[src/rtl/cpu_mem_arbiter_pkg.sv]
// Shared definitions for the CPU memory arbiter and the pipeline stages that
// drive it (cpu_id/cpu_mem reuse the dm_drw encoding below).
//  state_t      : arbiter FSM states with fixed encodings
//  DRW_*        : data-request encoding on dm_drw, bit 1 = read, bit 0 = write
//  TIMEOUT_W    : width of the bus timeout counter
package cpu_mem_arbiter_pkg;

  typedef enum logic [1:0] {
    StArb     = 2'd0,
    StData    = 2'd1,
    StFetch   = 2'd2,
    StRelease = 2'd3
  } state_t;

  localparam logic [1:0] DRW_NONE    = 2'b00;
  localparam logic [1:0] DRW_WRITE   = 2'b01;
  localparam logic [1:0] DRW_READ    = 2'b10;
  localparam logic [1:0] DRW_ILLEGAL = 2'b11;

  localparam int unsigned TIMEOUT_W = 8;

endpackage

[src/rtl/cpu_mem_arbiter_bus_timeout_ctr.sv]
// Bus wait counter for the memory arbiter.
//  clk, rst : clock, synchronous active-high reset
//  clr      : restart the count at zero (entry to a wait state)
//  inc      : one more cycle spent without bus_ack
//  tc       : the current wait cycle is the TIMEOUT-th one without ack
module cpu_mem_arbiter_bus_timeout_ctr
  import cpu_mem_arbiter_pkg::*;
#(
  parameter int unsigned TIMEOUT = 255
) (
  input  logic clk,
  input  logic rst,
  input  logic clr,
  input  logic inc,
  output logic tc
);

  // Count holds the number of ack-less cycles already completed, so the
  // TIMEOUT-th ack-less cycle is the one where the count equals TIMEOUT-1.
  localparam logic [TIMEOUT_W-1:0] TermCount = TIMEOUT_W'(TIMEOUT - 1);

  logic [TIMEOUT_W-1:0] count_q;

  always_ff @(posedge clk) begin
    if (rst || clr) begin
      count_q <= '0;
    end else if (inc) begin
      count_q <= count_q + 1'b1;
    end
  end

  assign tc = (count_q == TermCount);

endmodule

[src/rtl/cpu_mem_arbiter.sv]
// Shared memory bus arbiter between instruction fetch and data access.
// One CPU step: optional data access, then one fetch, then a single release
// cycle where cpu_stall drops and the pipeline advances.
//  clk, rst              : clock, synchronous active-high reset
//  if_addr / if_rdata    : fetch address in, fetched instruction out
//  dm_drw/dm_addr/dm_wdata : data request from MEM ([1]=read, [0]=write)
//  dm_rdata              : load result
//  bus_addr/bus_wdata/bus_rd/bus_wr : registered bus request
//  bus_ack/bus_rdata     : bus completion pulse and read data
//  cpu_stall             : pipeline freeze, low only in the release cycle
//  bus_err               : one-cycle pulse on timeout or illegal dm_drw
module cpu_mem_arbiter
  import cpu_mem_arbiter_pkg::*;
#(
  parameter int unsigned TIMEOUT = 255
) (
  input  logic        clk,
  input  logic        rst,
  input  logic [31:0] if_addr,
  output logic [31:0] if_rdata,
  input  logic [1:0]  dm_drw,
  input  logic [31:0] dm_addr,
  input  logic [31:0] dm_wdata,
  output logic [31:0] dm_rdata,
  output logic [31:0] bus_addr,
  output logic [31:0] bus_wdata,
  output logic        bus_rd,
  output logic        bus_wr,
  input  logic        bus_ack,
  input  logic [31:0] bus_rdata,
  output logic        cpu_stall,
  output logic        bus_err
);

  state_t      state_q;
  logic [31:0] if_addr_q;
  logic        dm_read_q;

  logic waiting;
  logic tc;
  logic done;
  logic timed_out;
  logic ctr_clr;
  logic ctr_inc;

  assign waiting   = (state_q == StData) || (state_q == StFetch);
  // An ack in the terminal cycle takes priority over the timeout.
  assign done      = waiting && (bus_ack || tc);
  assign timed_out = waiting && !bus_ack && tc;
  assign ctr_clr   = !waiting || ((state_q == StData) && done);
  assign ctr_inc   = waiting && !bus_ack;

  cpu_mem_arbiter_bus_timeout_ctr #(
    .TIMEOUT (TIMEOUT)
  ) u_timeout_ctr (
    .clk (clk),
    .rst (rst),
    .clr (ctr_clr),
    .inc (ctr_inc),
    .tc  (tc)
  );

  always_ff @(posedge clk) begin
    if (rst) begin
      state_q   <= StArb;
      if_addr_q <= '0;
      dm_read_q <= 1'b0;
      bus_addr  <= '0;
      bus_wdata <= '0;
      bus_rd    <= 1'b0;
      bus_wr    <= 1'b0;
      if_rdata  <= '0;
      dm_rdata  <= '0;
    end else begin
      unique case (state_q)
        StArb: begin
          // Latched so the fetch after a data access uses this step's pc.
          if_addr_q <= if_addr;
          if (dm_drw != DRW_NONE) begin
            bus_addr  <= dm_addr;
            bus_wdata <= dm_wdata;
            bus_rd    <= (dm_drw == DRW_READ);
            bus_wr    <= (dm_drw != DRW_READ);
            dm_read_q <= (dm_drw == DRW_READ);
            state_q   <= StData;
          end else begin
            bus_addr <= if_addr;
            bus_rd   <= 1'b1;
            state_q  <= StFetch;
          end
        end
        StData: begin
          if (done) begin
            if (dm_read_q) begin
              dm_rdata <= bus_ack ? bus_rdata : '0;
            end
            // Go straight from the data strobe to the fetch strobe.
            bus_wr   <= 1'b0;
            bus_rd   <= 1'b1;
            bus_addr <= if_addr_q;
            state_q  <= StFetch;
          end
        end
        StFetch: begin
          if (done) begin
            bus_rd   <= 1'b0;
            if_rdata <= bus_ack ? bus_rdata : '0;
            state_q  <= StRelease;
          end
        end
        StRelease: begin
          bus_rd  <= 1'b0;
          bus_wr  <= 1'b0;
          state_q <= StArb;
        end
      endcase
    end
  end

  assign cpu_stall = (state_q != StRelease) && !rst;
  assign bus_err   = !rst && (((state_q == StArb) && (dm_drw == DRW_ILLEGAL)) || timed_out);

endmodule

[config.mk]
export PLATFORM = sky130hd
export DESIGN_NAME = cpu_mem_arbiter
export DESIGN_NICKNAME = d
export VERILOG_FILES = /design/src/rtl/cpu_mem_arbiter_pkg.sv /design/src/rtl/cpu_mem_arbiter_bus_timeout_ctr.sv /design/src/rtl/cpu_mem_arbiter.sv
export SDC_FILE = /design/constraint.sdc
export NUM_CORES = 1
export LEC_CHECK = 0
export CORE_MARGIN = 2
export CORE_UTILIZATION = 35
export DETAILED_ROUTE_END_ITERATION = 10
export GPL_TIMING_DRIVEN = 1
export SYNTH_ARGS = -nofsm -noshare
export SYNTH_HDL_FRONTEND = slang
export SYNTH_SLANG_ARGS = --single-unit
[constraint.sdc]
create_clock -name clk -period 2.44 [get_ports clk]
set_clock_uncertainty 0.1 [all_clocks]
set_input_delay 0.732 -clock clk [delete_from_list [all_inputs] [get_ports clk]]
set_output_delay 0.732 -clock clk [all_outputs]
set_load 0.02 [all_outputs]
==> results of run 1 <==
what timing repair did:
action,in CTS,in global routing
gates resized for setup,10,11
pin swaps,1,2
endpoints found under the hold margin,0,0
setup buffers,0,1
endpoints found under the setup margin,2,28
flip-flops by register name, summed over array words and instances, names as in the netlist:
signal,count
state_q,2
u_timeout_ctr.count_q,8
bus_rd,1
bus_wdata,32
dm_rdata,32
if_rdata,32
bus_wr,1
bus_addr,32
dm_read_q,1
if_addr_q,32
power breakdown:
group          switching, µW  leakage [µW]  internal (µW)
sequential               311       0.00141           3460
combinational           2610       0.00227           2210
clock                   1220      0.000286           1530
total                   4140       0.00397           7200
metrics by stage:
step | hold WS [ns] | instances | worst slack, ns | total power (µW)
CTS | 0.355 | 1411 | -0.0945 | 11400
floorplan | 0.361 | 889 | 0.0164 | 6550
detailed placement | 0.346 | 1379 | -0.627 | 8620
global route | 0.368 | 1412 | -0.0633 | 12000
global placement | 0.341 | 1379 | -0.623 | 8600
finish | 0.354 | 1412 | 0.00473 | 11300
per-layer routing:
layer,vias to the layer above,wire length (µm),GRT usage (%),part of all wire (%)
li1,3695,-,-,-
met1,3445,11000,26.9,45
met2,188,11300,33.2,46
met3,27,1590,5.42,6.5
met4,0,531,6.96,2.2
met5,-,0,0,0
path summary, 6_finish.rpt:
| path | start | end | slack (ns) | cells past startpoint |
|---|---|---|---|---|
| max | dm_drw[0] | bus_err | 0.005 | 4 |
| min | bus_wdata[27]$_SDFFE_PP0P_ | bus_wdata[27]$_SDFFE_PP0P_ | 0.35 | 2 |
| max reg2reg | state_q[1]$_SDFFE_PP0P_ | bus_addr[5]$_SDFFE_PP0P_ | 0.36 | 7 |
| min reg2reg | bus_wdata[27]$_SDFFE_PP0P_ | bus_wdata[27]$_SDFFE_PP0P_ | 0.35 | 2 |
cell type report:
class | count | share of cell area (%)
multi-input combinational | 619 | 33.5
sequential | 173 | 30.6
timing repair buffer | 309 | 27.5
clock buffer | 18 | 3.79
tap | 275 | 3.04
clock inverter | 14 | 1.41
inverter | 4 | 0.133
cells in the final DEF (no fill, tap or decap), types with 3 or more instances in the layout:
master	instances
a211oi_1	35
a21oi_1	132
a311oi_1	64
buf_12	11
buf_4	34
clkbuf_16	17
clkdlybuf4s50_1	259
clkinv_4	6
dfxtp_1	171
ha_1	4
inv_6	4
mux2i_1	35
nand2_1	130
nand4_1	4
nor2_1	49
nor2b_1	34
nor2b_4	3
o21a_1	32
o21ai_0	28
o21ai_1	4
o221ai_1	3
or4_1	33
xnor2_1	4
xor2_1	3
tightest hold or removal path, stage by stage, from the launching register on:
cell and delay (ns):
dfxtp_1 0.31, nand2_1 0.05, a21oi_1 0.05
logic make-up (layout without fill, tap and decap cells):
kind of cell    count (synthesis)  in the layout  share of synthesized area, %
compound gates                303            303                          25.5
xor+xnor                        7              7                         0.806
fa+ha+maj                       6              6                         0.986
buf+inv                        97            345                          5.66
flops                         173            173                          45.5
mux                            36             36                          4.78
simple gates                  267            267                          16.7
==> impl_metrics.env, run 1 <==
export IMPL_critPathBufInv=2
export IMPL_die_y_um=151
export IMPL_clk_path_buf_depth=2
export IMPL_drt_total_wl_um=24400
export IMPL_fillers=1937
export IMPL_antenna_cells=0
export IMPL_ios=265
export IMPL_tns_ns=0
export IMPL_die_x_um=151
export IMPL_placed_area_um2=10700
export IMPL_clock_sink_count=173
export IMPL_hp_class="register to register"
export IMPL_finalCritPeriodShare_pct=99.8
export IMPL_fin_nets=1263
export IMPL_power_density_nw_per_um2=1000
export IMPL_slowest_stage="clkdlybuf4s50_1"
export IMPL_critPathCaptureType="primary output"
export IMPL_hold_viol_final=0
export IMPL_drv_cap=0
export IMPL_async_flop_share_pct=0
export IMPL_num_vias=7355
export IMPL_synth_edff_count=0
export IMPL_cts_max_level=4
export IMPL_wl_per_cell_um=17.2
export IMPL_setup_viol=0
export IMPL_avgSynthCellArea_um2=8.56
export IMPL_synth_commonest_cells="dfxtp_1, a21oi_1, nand2_1"
export IMPL_multiInputGateArea_um2=3790
export IMPL_cp_max_fo=2
export IMPL_synthesis_nets=1028
export IMPL_drc=0
export IMPL_synthesis_area_um2=7610
export IMPL_synthCells=889
export IMPL_area_delta_synth_final_pct=48.8
export IMPL_drt_iter0_drc=454
export IMPL_layout_min_cycle_time_ns=2.44
export IMPL_final_util_pct=53.5
export IMPL_design_core_area_um2=21200
export IMPL_regArea_um2=3470
export IMPL_cts_tree="done"
export IMPL_ys_seq_area_share_pct=45.5
export IMPL_drtPass1Iterations=4
export IMPL_synthTopCellsByArea="dfxtp_1, a21oi_1, a311oi_1"
export IMPL_rows=53
export IMPL_cts_root_buffer_cell="clkbuf_16"
export IMPL_slew_viol_final=0
export IMPL_yosys_warnings=0
export IMPL_globalplace_congestion=0.763
export IMPL_crit_type="input pin to primary output"
export IMPL_rsz0062_at_grt="true"
export IMPL_critical_path_top_delay_family="buffers and inverters"
export IMPL_start_util_pct=36.0
export IMPL_grt_pass1_wl_um=37600
export IMPL_path_clk_slew_ns=0.06
export IMPL_path_cells="clkdlybuf4s50_1 -> nand3_2 -> a21oi_2 -> buf_4"
export IMPL_antenna_found_initial=0
export IMPL_hold_buffers=0
export IMPL_grt_pass1_vias=6842
export IMPL_leakagePower_uw=0.00397
export IMPL_worst_slew_pin_slew_ns=0.836
export IMPL_drive_gt1_share_pct=8.62
export IMPL_avgViaCountPerCell=5.21
export IMPL_track_usage_pct=20.7
export IMPL_netlist_area_leader_share_pct=45.5
export IMPL_port_buffers=264
export IMPL_dp_hpwl_um=15800
export IMPL_grt_max_degree=79
export IMPL_gr_total_overflow=0
export IMPL_worstPathArrival_ns=1.60
export IMPL_ant_nets=0
export IMPL_clock_latency_ns=0.43
export IMPL_ys_ff_latch=173
export IMPL_status="finished, final reports clean"
export IMPL_numCtsBuffers=17
export IMPL_die_area_um2=22900
export IMPL_cp_start_kind="input pin"
export IMPL_design_area_um2=11300
export IMPL_ys_types=36
export IMPL_yosysTopAreaCell="dfxtp_1"
export IMPL_slew_headroom_pct=44.3
export IMPL_synthFlopType="dfxtp_1"
export IMPL_crit_required_ns=1.61
export IMPL_ir_drop_uv=536
export IMPL_fmax_mhz=411
export IMPL_synth_most_common_cell="dfxtp_1"
export IMPL_slowest_delay_ns=0.50
Power figures use the tool's default switching activity.
==> inputs of run 2 (changes only) <==
==> constraint.sdc (replaced) <==
create_clock -name clk -period 2.9 [get_ports clk]
set_clock_uncertainty 0.1 [all_clocks]
set_input_delay 0.87 -clock clk [delete_from_list [all_inputs] [get_ports clk]]
set_output_delay 0.87 -clock clk [all_outputs]
set_load 0.02 [all_outputs]
==> run 2 against run 1 <==
Against the previous run: count of clock-buffer cells in the layout did not move; critical path type unchanged; design area fell by 1.0%; first-iteration DRC count rose by 3.7%; critical endpoint unchanged; non-clock buffer count fell by 17; clock power fell by 7%; total power fell by 14%; die area did not move; critical path depth did not move; largest power group unchanged.
==> impl_metrics.env, run 2 (same netlist as run 1, synthesis figures left out) <==
export IMPL_switchingPower_uw=3450
export IMPL_crit_required_ns=1.93
export IMPL_slew_headroom_pct=46.5
export IMPL_regArea_um2=3460
export IMPL_final_common_cell="clkdlybuf4s50_1"
export IMPL_setup_viol=0
export IMPL_dr_wl_met3_um=1420
export IMPL_finalCritPeriodShare_pct=98.7
export IMPL_globalplace_congestion=0.741
export IMPL_die_area_um2=22900
export IMPL_design_core_area_um2=21200
export IMPL_routed_wl_met2_um=11000
export IMPL_cts_max_level=4
export IMPL_cts_tree="done"
export IMPL_cts_root_buffer_cell="clkbuf_16"
export IMPL_start_util_pct=36.0
export IMPL_ir_drop_uv=464
export IMPL_ant_nets=0
export IMPL_drt_iter0_drc=471
export IMPL_clock_sink_count=173
export IMPL_highest_layer="met4"
export IMPL_slew_viol_final=0
export IMPL_rows=53
export IMPL_worstPathArrival_ns=1.89
export IMPL_p_total_uw=9710
export IMPL_clock_latency_ns=0.42
export IMPL_hp_class="register to register"
export IMPL_area_delta_synth_final_pct=47.2
export IMPL_worst_slew_pin_slew_ns=0.803
export IMPL_internal_power_uw=6270
export IMPL_rsz0062_at_grt="false"
export IMPL_clk_path_buf_depth=2
export IMPL_drc=0
export IMPL_wl_met1_um=11100
export IMPL_status="finished, final reports clean"
export IMPL_track_usage_pct=20.6
export IMPL_most_common_layout_cells="clkdlybuf4s50_1, dfxtp_1, a21oi_1"
export IMPL_gr_total_overflow=0
export IMPL_final_util_pct=53.0
export IMPL_die_y_um=151
export IMPL_crit_type="input pin to primary output"
export IMPL_drive_gt1_share_pct=6.61
export IMPL_num_vias=7235
export IMPL_avgViaCountPerCell=5.19
export IMPL_antenna_found_initial=0
export IMPL_grt_max_degree=73
export IMPL_cts_setup_buffers=0
export IMPL_multiInputGateArea_um2=3770
export IMPL_clkPwrFrac_pct=26.3
export IMPL_port_buffers=264
export IMPL_die_x_um=151
export IMPL_grt_pass1_vias=6848
export IMPL_numCtsBuffers=17
export IMPL_hold_viol_final=0
export IMPL_fillers=2008
export IMPL_placed_area_um2=10500
export IMPL_power_density_nw_per_um2=867
export IMPL_dp_hpwl_um=15300
export IMPL_cp_max_fo=2
export IMPL_design_area_um2=11200
export IMPL_drv_cap=0
export IMPL_p_comb_share_pct=41.2
export IMPL_path_clk_slew_ns=0.07
export IMPL_fmax_mhz=349
export IMPL_layoutNonFillerInstCount=1395
export IMPL_power_frac_seq_pct=32.5
export IMPL_layout_min_cycle_time_ns=2.86
export IMPL_dp_cells=1363
export IMPL_drtPass1Iterations=4
export IMPL_critPathCaptureType="primary output"
export IMPL_sw_frac_of_total_pct=35.5
export IMPL_fin_nets=1246
export IMPL_ios=265
export IMPL_leakagePower_uw=0.00389
export IMPL_holdWs_ns=0.352
export IMPL_grt_pass1_wl_um=37500
export IMPL_cp_start_kind="input pin"
export IMPL_drt_total_wl_um=24000
export IMPL_wl_per_cell_um=17.2
-- run 2: critical path, stage by stage --
cell	delay [ns]
clkdlybuf4s50_1	0.50
nand3_2	0.14
a21oi_1	0.21
buf_4	0.17
-- run 2: area by class of cell --
type	instances	share of cell area, %
Tap cell	275	3.07
Timing Repair Buffer	292	26.4
Multi-Input combinational cell	619	33.6
Antenna cell	1	0.0223
Clock buffer	18	3.92
Clock inverter	13	1.90
Sequential cell	173	30.9
Inverter	4	0.134
-- run 2: metrics by stage --
step / TNS, ns / setup WS [ns]
after floorplan: 0 / 0.0966
after global placement: -0.475 / -0.475
after detailed placement: -0.459 / -0.459
after CTS: 0 / 0.0172
after global routing: 0 / 0.00746
final: 0 / 0.0369
-- run 2: final timing paths --
check | start | endpoint | slack, ns | depth (start not counted)
hold reg to reg | bus_wdata[10]$_SDFFE_PP0P_ | bus_wdata[10]$_SDFFE_PP0P_ | 0.35 | 2
hold / removal | bus_wdata[10]$_SDFFE_PP0P_ | bus_wdata[10]$_SDFFE_PP0P_ | 0.35 | 2
setup reg to reg | state_q[1]$_SDFFE_PP0P_ | bus_addr[29]$_SDFFE_PP0P_ | 0.40 | 7
setup / recovery | dm_drw[1] | bus_err | 0.04 | 4
-- run 2: timing repair --
item | CTS | global route
setup endpoints to repair | 1 | 1
gates cloned | 0 | 0
hold buffers | 0 | 0
gates resized for setup | 5 | 2
-- run 2: power by group through the flow --
stage	logic, µW	registers, µW	clock network (µW)
4_1_cts	4020	3160	2610
2_1_floorplan	1840	3670	0
5_1_grt	4360	3230	2690
6_report	4010	3160	2550
3_5_place_dp	4010	3210	0
3_3_place_gp	4000	3200	0
-- run 2: per-layer routing --
metal  track usage [%]  up-vias
met1              27.5     3351
met2              32.5      186
met5                 0        -
met3              4.97       27
li1                  -     3671
met4              7.57        0
==> inputs of run 3 (changes only) <==
--- a/config.mk
+++ b/config.mk
@@ -8,7 +8,9 @@
 export CORE_MARGIN = 2
 export CORE_UTILIZATION = 35
 export DETAILED_ROUTE_END_ITERATION = 10
+export GPL_ROUTABILITY_DRIVEN = 0
 export GPL_TIMING_DRIVEN = 1
+export SETUP_SLACK_MARGIN = 0.3
 export SYNTH_ARGS = -nofsm -noshare
 export SYNTH_HDL_FRONTEND = slang
 export SYNTH_SLANG_ARGS = --single-unit
==> run 3 against run 2 <==
Against the previous run: maximum frequency rose by 11%; largest cell class unchanged; critical path depth rose by 2; setup slack improved by 0.29 ns; via count rose by 1.4%; critical endpoint unchanged; critical path type is now register to primary output; sequential power barely moved; hold slack barely moved.
==> impl_metrics.env, run 3 (same netlist as run 1, synthesis figures left out) <==
export IMPL_power_frac_seq_pct=33.4
export IMPL_worstPathArrival_ns=1.61
export IMPL_grt_pass1_vias=6804
export IMPL_antenna_cells=0
export IMPL_antenna_found_initial=0
export IMPL_drc=0
export IMPL_routed_wl_met2_um=11200
export IMPL_drive_gt1_share_pct=8.00
export IMPL_wl_per_cell_um=17.4
export IMPL_startpoint="state_q[1]$_SDFFE_PP0P_"
export IMPL_slew_headroom_pct=43.7
export IMPL_r2r_start="state_q[0]$_SDFFE_PP0P_"
export IMPL_ios=265
export IMPL_numCtsBuffers=17
export IMPL_clock_latency_ns=0.42
export IMPL_final_common_cell="clkdlybuf4s50_1"
export IMPL_wl_met1_um=10900
export IMPL_cts_max_level=4
export IMPL_area_delta_synth_final_pct=47.3
export IMPL_drt_total_wl_um=24400
export IMPL_finalCritPeriodShare_pct=88.9
export IMPL_fmax_mhz=388
export IMPL_cp_max_fo=2
export IMPL_rows=53
export IMPL_num_vias=7336
export IMPL_internal_power_uw=6010
export IMPL_power_density_nw_per_um2=848
export IMPL_crit_required_ns=1.93
export IMPL_switchingPower_uw=3490
export IMPL_sw_frac_of_total_pct=36.7
export IMPL_path_clk_slew_ns=0.06
export IMPL_fin_nets=1251
export IMPL_grt_pass1_wl_um=37300
export IMPL_ant_nets=0
export IMPL_leakagePower_uw=0.00390
export IMPL_slew_viol_final=0
export IMPL_rsz0062_at_grt="true"
export IMPL_layout_min_cycle_time_ns=2.58
export IMPL_die_x_um=151
export IMPL_clk_path_buf_depth=2
export IMPL_track_usage_pct=20.5
export IMPL_hold_start="bus_wdata[29]$_SDFFE_PP0P_"
export IMPL_layout_setup_ws_ns=0.322
export IMPL_avgViaCountPerCell=5.24
export IMPL_dr_wl_met3_um=1860
export IMPL_gr_total_overflow=0
export IMPL_clkPwrFrac_pct=24.3
export IMPL_clock_sink_count=173
export IMPL_hold_viol_final=0
export IMPL_regArea_um2=3470
export IMPL_grt_max_degree=74
export IMPL_most_common_layout_cells="clkdlybuf4s50_1, dfxtp_1, a21oi_1"
export IMPL_pre_cts_ws_ns=-0.463
export IMPL_critPathCaptureType="primary output"
export IMPL_worst_slew_pin_slew_ns=0.844
export IMPL_crit_type="register to primary output"
export IMPL_drtPass1Iterations=5
export IMPL_cp_start_kind="register"
export IMPL_dp_hpwl_um=15700
export IMPL_drt_iter0_drc=344
export IMPL_setup_viol=0
export IMPL_ir_drop_uv=501
export IMPL_reg2reg_slack_ns=0.63
export IMPL_status="finished, final reports clean"
export IMPL_cts_root_buffer_cell="clkbuf_16"
export IMPL_die_area_um2=22900
export IMPL_start_util_pct=36.0
export IMPL_multiInputGateArea_um2=3800
export IMPL_hp_class="register to register"
export IMPL_die_y_um=151
export IMPL_fillers=1997
export IMPL_drv_cap=0
export IMPL_design_core_area_um2=21200
export IMPL_port_buffers=264
export IMPL_holdWs_ns=0.352
export IMPL_p_comb_share_pct=42.3
export IMPL_cts_tree="done"
export IMPL_highest_layer="met4"
run 3: cell count changes in the layout (fill, tap and decap cells not counted), sizes merged:
cell | previous run | this run
clkbuf | 18 | 20
clkinvlp | 3 | 4
dlygate4sd2 | 0 | 1
inv | 7 | 9
dlymetal6s2s | 0 | 2
buf | 30 | 35
clkdlybuf4s50 | 262 | 258
bufinv | 5 | 2
diode | 1 | 0
run 3: path summary, 6_finish.rpt:
| kind | to | cells past startpoint |
|---|---|---|
| setup / recovery | bus_err | 6 |
| hold reg to reg | bus_wdata[29]$_SDFFE_PP0P_ | 2 |
| hold / removal | bus_wdata[29]$_SDFFE_PP0P_ | 2 |
| setup reg to reg | bus_addr[28]$_SDFFE_PP0P_ | 6 |
run 3: what timing repair did:
action / 4_1_cts / 5_1_grt
setup buffers: 0 / 4
setup endpoints to repair: 2 / 1
pin swaps: 0 / 1
gates resized for setup: 9 / 18
endpoints found under the hold margin: 0 / 0
hold buffers: 0 / 0
run 3: power groups by stage:
stage	Sequential (µW)	Combinational, µW	Clock [µW]
floorplan	3670	1840	0
global placement	3210	3970	0
detailed placement	3220	4000	0
CTS	3170	4010	2370
global route	3230	4350	2470
finish	3170	4020	2310
run 3: metal layers:
| layer | global-route usage (%) | vias to the layer above |
|---|---|---|
| li1 | - | 3670 |
| met1 | 27.5 | 3419 |
| met2 | 32.1 | 218 |
| met3 | 5.72 | 29 |
| met4 | 6.59 | 0 |
| met5 | 0 | - |
run 3: area by class of cell:
class	instances	area share, %
flip-flops and latches	173	31.0
inverters	4	0.134
multi-input cells	619	33.9
repair buffers	297	26.7
clock buffers	19	3.86
clock inverters	13	1.37
well taps	275	3.07
run 3: through the flow:
step / TNS [ns] / util [%] / std cells / total power, µW / area (µm²)
finish: 0 / 53.0 / 1400 / 9500 / 11200
global route: 0 / 53.0 / 1400 / 10100 / 11200
CTS: 0 / 52.6 / 1396 / 9560 / 11100
detailed placement: -0.527 / 49.9 / 1364 / 7220 / 10500
global placement: -0.457 / 49.9 / 1364 / 7180 / 10500
floorplan: 0 / - / 889 / 5510 / 7620
run 3: worst max-delay path: stages, from the launching register on:
cell     delay (ns)
dfxtp_2        0.34
inv_2          0.05
ha_4           0.26
nor2b_4        0.16
nand3_2        0.09
a21oi_2        0.16
buf_6          0.13
